File: src/rtl/modulo_alimentador_rolhas_if.sv
// Operator-load / capping-event / status bundle for the cork feeder.
interface modulo_alimentador_rolhas_if;
  logic       load_valid;
  logic [6:0] load_qty;
  logic       load_ready;
  logic       consume;
  logic       consume_ack;
  logic [6:0] reg_principal;
  logic [6:0] reg_reserva;
  logic       ro;
  logic       min_signal;
  logic       transfer_busy;
  logic       err_overflow;

  modport master (
    output load_valid, load_qty, consume,
    input  load_ready, consume_ack, reg_principal, reg_reserva,
           ro, min_signal, transfer_busy, err_overflow
  );

  modport slave (
    input  load_valid, load_qty, consume,
    output load_ready, consume_ack, reg_principal, reg_reserva,
           ro, min_signal, transfer_busy, err_overflow
  );
endinterface

File: src/rtl/modulo_alimentador_rolhas.sv
// Cork feeder: operator loads fill a reserve, bursts move reserve corks into the
// principal buffer when it runs low, capping events drain the principal buffer.
module modulo_alimentador_rolhas #(
  parameter int unsigned CAP_PRINCIPAL = 40,
  parameter int unsigned MIN_ROLHAS    = 5,
  parameter int unsigned LOTE          = 15,
  parameter int unsigned MAX_RESERVA   = 99
) (
  input  logic                         clk,
  input  logic                         clr,
  modulo_alimentador_rolhas_if.slave   bus
);

  localparam logic [6:0] CAP_C = 7'(CAP_PRINCIPAL);
  localparam logic [6:0] MIN_C = 7'(MIN_ROLHAS);
  localparam logic [6:0] LOT_C = 7'(LOTE);
  localparam logic [6:0] MAX_C = 7'(MAX_RESERVA);

  typedef enum logic {IDLE, TRANSFER} state_t;

  function automatic logic [7:0] sum_reserva(input logic [6:0] a, input logic [6:0] b);
    return {1'b0, a} + {1'b0, b};
  endfunction

  function automatic logic [6:0] sat_reserva(input logic [7:0] s);
    return (s > {1'b0, MAX_C}) ? MAX_C : s[6:0];
  endfunction

  state_t     state_q, state_d;
  logic [6:0] principal_q, principal_d;
  logic [6:0] reserva_q, reserva_d;
  logic [6:0] moved_q, moved_d;
  logic       ack_q, ack_d;
  logic       ovf_q, ovf_d;

  logic       start;
  logic       load_ready;
  logic       load_fire;
  logic       step;
  logic       take;
  logic [7:0] load_sum;

  assign start      = (state_q == IDLE) && (principal_q < MIN_C) && (reserva_q != 7'd0);
  assign load_ready = (state_q == IDLE) && !start;
  assign load_fire  = bus.load_valid && load_ready;
  assign load_sum   = sum_reserva(reserva_q, bus.load_qty);
  assign take       = bus.consume && (principal_q != 7'd0);
  assign step       = (state_q == TRANSFER) && (reserva_q != 7'd0) &&
                      (principal_q < CAP_C) && (moved_q < LOT_C);

  always_comb begin
    state_d     = state_q;
    principal_d = principal_q;
    reserva_d   = reserva_q;
    moved_d     = moved_q;
    ack_d       = take;
    ovf_d       = ovf_q;

    // A step and a removal in the same cycle cancel on the principal buffer.
    unique case ({step, take})
      2'b10:   principal_d = principal_q + 7'd1;
      2'b01:   principal_d = principal_q - 7'd1;
      default: principal_d = principal_q;
    endcase

    if (load_fire) begin
      reserva_d = sat_reserva(load_sum);
      if (load_sum > {1'b0, MAX_C}) ovf_d = 1'b1;
    end else if (step) begin
      reserva_d = reserva_q - 7'd1;
    end

    unique case (state_q)
      IDLE: begin
        if (start) begin
          state_d = TRANSFER;
          moved_d = 7'd0;
        end
      end
      TRANSFER: begin
        if (step) moved_d = moved_q + 7'd1;
        // Exit decision looks at the post-edge values so the final move still lands.
        if ((moved_d == LOT_C) || (reserva_d == 7'd0) || (principal_d == CAP_C))
          state_d = IDLE;
      end
      default: state_d = IDLE;
    endcase
  end

  always_ff @(posedge clk) begin
    if (clr) begin
      state_q     <= IDLE;
      principal_q <= 7'd0;
      reserva_q   <= 7'd0;
      moved_q     <= 7'd0;
      ack_q       <= 1'b0;
      ovf_q       <= 1'b0;
    end else begin
      state_q     <= state_d;
      principal_q <= principal_d;
      reserva_q   <= reserva_d;
      moved_q     <= moved_d;
      ack_q       <= ack_d;
      ovf_q       <= ovf_d;
    end
  end

  assign bus.load_ready    = load_ready;
  assign bus.consume_ack   = ack_q;
  assign bus.reg_principal = principal_q;
  assign bus.reg_reserva   = reserva_q;
  assign bus.ro            = (principal_q == 7'd0);
  assign bus.min_signal    = (principal_q < MIN_C);
  assign bus.transfer_busy = (state_q == TRANSFER);
  assign bus.err_overflow  = ovf_q;

endmodule
File: src/flat_wrapper.sv
// flat-port wrapper written by rule: the top's interface ports become plain ports
module modulo_alimentador_rolhas_flat 
#(
  parameter int unsigned CAP_PRINCIPAL = 40,
  parameter int unsigned MIN_ROLHAS    = 5,
  parameter int unsigned LOTE          = 15,
  parameter int unsigned MAX_RESERVA   = 99
)
  (clk, clr, bus_load_valid, bus_load_qty, bus_consume, bus_load_ready, bus_consume_ack, bus_reg_principal, bus_reg_reserva, bus_ro, bus_min_signal, bus_transfer_busy, bus_err_overflow);
  modulo_alimentador_rolhas_if bus_i ();
  input  logic clk;
  input  logic clr;
  input wire logic [$bits(bus_i.load_valid)-1:0] bus_load_valid;
  input wire logic [$bits(bus_i.load_qty)-1:0] bus_load_qty;
  input wire logic [$bits(bus_i.consume)-1:0] bus_consume;
  output wire logic [$bits(bus_i.load_ready)-1:0] bus_load_ready;
  output wire logic [$bits(bus_i.consume_ack)-1:0] bus_consume_ack;
  output wire logic [$bits(bus_i.reg_principal)-1:0] bus_reg_principal;
  output wire logic [$bits(bus_i.reg_reserva)-1:0] bus_reg_reserva;
  output wire logic [$bits(bus_i.ro)-1:0] bus_ro;
  output wire logic [$bits(bus_i.min_signal)-1:0] bus_min_signal;
  output wire logic [$bits(bus_i.transfer_busy)-1:0] bus_transfer_busy;
  output wire logic [$bits(bus_i.err_overflow)-1:0] bus_err_overflow;
  assign bus_i.load_valid = bus_load_valid;
  assign bus_i.load_qty = bus_load_qty;
  assign bus_i.consume = bus_consume;
  assign bus_load_ready = bus_i.load_ready;
  assign bus_consume_ack = bus_i.consume_ack;
  assign bus_reg_principal = bus_i.reg_principal;
  assign bus_reg_reserva = bus_i.reg_reserva;
  assign bus_ro = bus_i.ro;
  assign bus_min_signal = bus_i.min_signal;
  assign bus_transfer_busy = bus_i.transfer_busy;
  assign bus_err_overflow = bus_i.err_overflow;
  modulo_alimentador_rolhas #(.CAP_PRINCIPAL(CAP_PRINCIPAL), .MIN_ROLHAS(MIN_ROLHAS), .LOTE(LOTE), .MAX_RESERVA(MAX_RESERVA)) u_core (.clk(clk), .clr(clr), .bus(bus_i));
endmodule
File: config.mk
export PLATFORM = sky130hd
export DESIGN_NAME = modulo_alimentador_rolhas_flat
export DESIGN_NICKNAME = d
export VERILOG_FILES = /design/src/rtl/modulo_alimentador_rolhas_if.sv /design/src/rtl/modulo_alimentador_rolhas.sv /design/src/flat_wrapper.sv
export SDC_FILE = /design/constraint.sdc
export NUM_CORES = 1
export LEC_CHECK = 0
export ABC_AREA = 1
export CORE_AREA = 2 2 76 78
export DETAILED_ROUTE_END_ITERATION = 16
export DIE_AREA = 0 0 78 80
export PLACE_DENSITY = 0.71
export SETUP_SLACK_MARGIN = 0.4
export SLEW_MARGIN = 20
export SYNTH_ARGS = -nofsm -noshare
export SYNTH_HDL_FRONTEND = slang
export SYNTH_SLANG_ARGS = --single-unit
File: constraint.sdc
create_clock -name clk -period 2.7 [get_ports clk]
set_input_delay 0.27 -clock clk [delete_from_list [all_inputs] [get_ports clk]]
set_output_delay 0.27 -clock clk [all_outputs]
set_load 0.005 [all_outputs]
==> flow_summary.ini <==
[critical_path]
end_kind = flip-flop
worstPathArrival_ns = 2.79
crit_end = u_core.bus.transfer_busy
crit_path_start = u_core.bus.reg_principal[6]
crit_type = flip-flop to flip-flop
r2r_cells = 17
worstSetupStartpointType = flip-flop
ff2ff_setup_slack_ns = 0.08
r2r-end = u_core.bus.transfer_busy
r2r-start = u_core.bus.reg_principal[6]
path_max_fanout = 7
required_ns = 2.87

[global_routing]
grt_pass1_wl_um = 8790
grt_pass1_vias = 1956
antenna_found_initial = 0
grt-ovfl-total = 0
grt_max_degree = 15
track_usage_pct = 17.3

[finish]
drive_above_1_share_pct = 23.8
antennaDiodeCount = 0
nets = 404
syn_to_final_growth_pct = 36.2

[route]
dr.pass1.iters = 4
avgRoutedWirePerCell_um = 11.9
dr.first_iter.drc_count = 127
vias = 2200
drc = 0
viasPerCell = 4.93
routed_wl_um = 5320
drtAntennaViolNets = 0

[floorplan]
io_pins = 31
die_h_um = 80
num_rows = 27
die_x_um = 78
dieArea_sq_um = 6240
initial_core_util_pct = 39.0
coreArea_sq_um = 5410

[synthesis]
netlist-cell-type-count = 35
ys_async_sr_fraction_pct = 0
ys_warn_count = 0
ys_seq_elements = 24
ys_seq_area_share_pct = 22.8
ys.flop_type = dfxtp_1
avgSynthCellArea_sq_um = 6.54
synth-edff-count = 0
syn-num-nets = 351
synthCells = 322
syn_area_sq_um = 2110

[cts]
htree_levels = 1
clock_latency_ns = 0.27
ctsHoldBuffers = 0
cts.sinks = 24
cts_buffers = 3
clk_pin_slew_ns = 0.09
clockRootBuffer = clkbuf_8
clockBufferDepth = 2
cts_tree = done

[timing]
worst_slack_ns = 0.0830
skew_ns = 0.000837
slew_headroom_pct = 71.8
period_needed_ns = 2.62
final.period_utilization_pct = 96.9
rsz0062_at_grt = yes
tns_ns = 0
hold_viol = 0
max_freq_ghz = 0.382
maxSlewViolCount = 0
finalSetupViolCount = 0
worst_pin_slew_ns = 0.422

[place]
dp_hpwl_um = 4050
place_ws_ns = 0.0120
port_buffers = 30
gp_congestion = 0.840

[hold_path]
min_path_type = flip-flop to flip-flop

[power]
p_leak_nw = 1.31
p_per_area_nw_per_um2 = 1260
vdd_drop_max_mv = 0.616

[status]
status = completed

[run]
max_cap_violations = 0
metrics by stage:
stage	util, %	instance area, sq um	std cells	total power, mW	hold WS [ns]
4_1_cts	51.9	2810	442	3.53	0.479
6_report	53.1	2870	446	3.63	0.489
3_3_place_gp	48.1	2600	430	3.00	0.458
3_5_place_dp	48.1	2600	430	3.02	0.465
2_1_floorplan	-	2170	322	2.35	0.339
5_1_grt	53.1	2870	446	3.99	0.513
worst min-delay path by stage:
stage | start | to | slack [ns] | depth (start not counted)
after detailed placement | u_core.moved_q[5] | u_core.moved_q[5] | 0.47 | 2
final | u_core.bus.err_overflow | u_core.bus.err_overflow | 0.49 | 2
after global placement | u_core.moved_q[5] | u_core.moved_q[5] | 0.46 | 2
after floorplan | clr | u_core.moved_q[0] | 0.34 | 1
after global routing | u_core.moved_q[5] | u_core.moved_q[5] | 0.51 | 2
after CTS | u_core.moved_q[5] | u_core.moved_q[5] | 0.48 | 2
flip-flops by register name (all words and copies together), names as in the netlist:
register	count
u_core.bus.consume_ack	1
u_core.bus.reg_principal	7
u_core.moved_q	7
u_core.bus.reg_reserva	7
u_core.bus.err_overflow	1
u_core.bus.transfer_busy	1
timing repair:
item | 4_1_cts | 5_1_grt
pin swaps | 7 | 9
buffers inserted | 8 | 4
gates resized for setup | 17 | 11
setup endpoints to repair | 3 | 6
power breakdown:
part	leakage [nW]	switching (mW)	total [mW]	internal (mW)
registers	0.199	0.102	0.564	0.463
logic	1.07	1.54	2.78	1.24
clock network	0.0339	0.125	0.286	0.161
placed cells by master (no fill, tap or decap), types with 5 or more instances in the layout:
| master | synthesis | final |
|---|---|---|
| nor2_4 | 2 | 5 |
| dfxtp_1 | 24 | 19 |
| ha_4 | 0 | 6 |
| clkdlybuf4s50_1 | 0 | 29 |
| ha_1 | 16 | 10 |
| a21oi_1 | 21 | 18 |
| nand2_1 | 84 | 82 |
| xor2_1 | 6 | 6 |
| inv_1 | 33 | 27 |
| buf_4 | 1 | 22 |
| nand3_1 | 35 | 34 |
| nor2_1 | 36 | 32 |
| inv_2 | 7 | 11 |
| nor2_2 | 8 | 9 |
| a21oi_2 | 2 | 5 |
critical path: stages, from the launching register on:
cell	delay (ns)
dfxtp_2	0.37
nor2_1	0.13
nand3_2	0.13
nor2_4	0.16
nand3_4	0.11
ha_4	0.21
buf_4	0.15
ha_4	0.28
nand2_1	0.06
or2_1	0.23
nand4_1	0.08
nand2_1	0.08
a21oi_2	0.17
nand2_1	0.06
nor2_1	0.11
nor2_1	0.06
nand2_1	0.08
a21oi_2	0.05
cell families after synthesis:
group / Yosys count / share of synthesized area (%)
buffers and inverters: 48 / 9.62
XOR/XNOR: 10 / 4.16
AO/OA/AOI/OAI: 37 / 10.0
AND/OR/NAND/NOR: 185 / 42.0
flip-flops: 24 / 22.8
adder cells (fa/ha/maj): 18 / 11.4
synth_stat cells, types with 3 or more instances:
cell | count | share of area, %
nand3_4 | 3 | 2.5
a21oi_1 | 21 | 5.0
ha_1 | 16 | 9.5
xor2_1 | 6 | 2.5
nand4_1 | 4 | 1.2
o21ai_0 | 5 | 1.2
nand3_2 | 3 | 1.4
xnor2_1 | 4 | 1.7
nor2_2 | 8 | 2.4
or2_1 | 3 | 0.89
inv_1 | 33 | 5.9
inv_2 | 7 | 1.2
clkinv_1 | 3 | 0.53
nand3_1 | 35 | 8.3
o21ai_1 | 4 | 0.95
nand2_1 | 84 | 15
dfxtp_1 | 24 | 23
nor2_1 | 36 | 6.4
layout make-up:
class / instances / area [sq um]
clock buffer: 4 / 66.3
inverter: 43 / 169
timing repair buffer: 53 / 479
multi-input combinational: 250 / 1570
tap: 72 / 90.1
fill: 537 / 2530
sequential: 24 / 494
routing by layer:
layer | track usage [%] | vias up | share of wire [%]
met4 | 5.61 | 0 | 1.8
met3 | 1.92 | 11 | 3.7
met1 | 21.7 | 1007 | 45
met5 | 0 | - | 0
li1 | - | 1138 | -
met2 | 30.9 | 44 | 49
No activity file was read; power rests on OpenSTA's default activity.
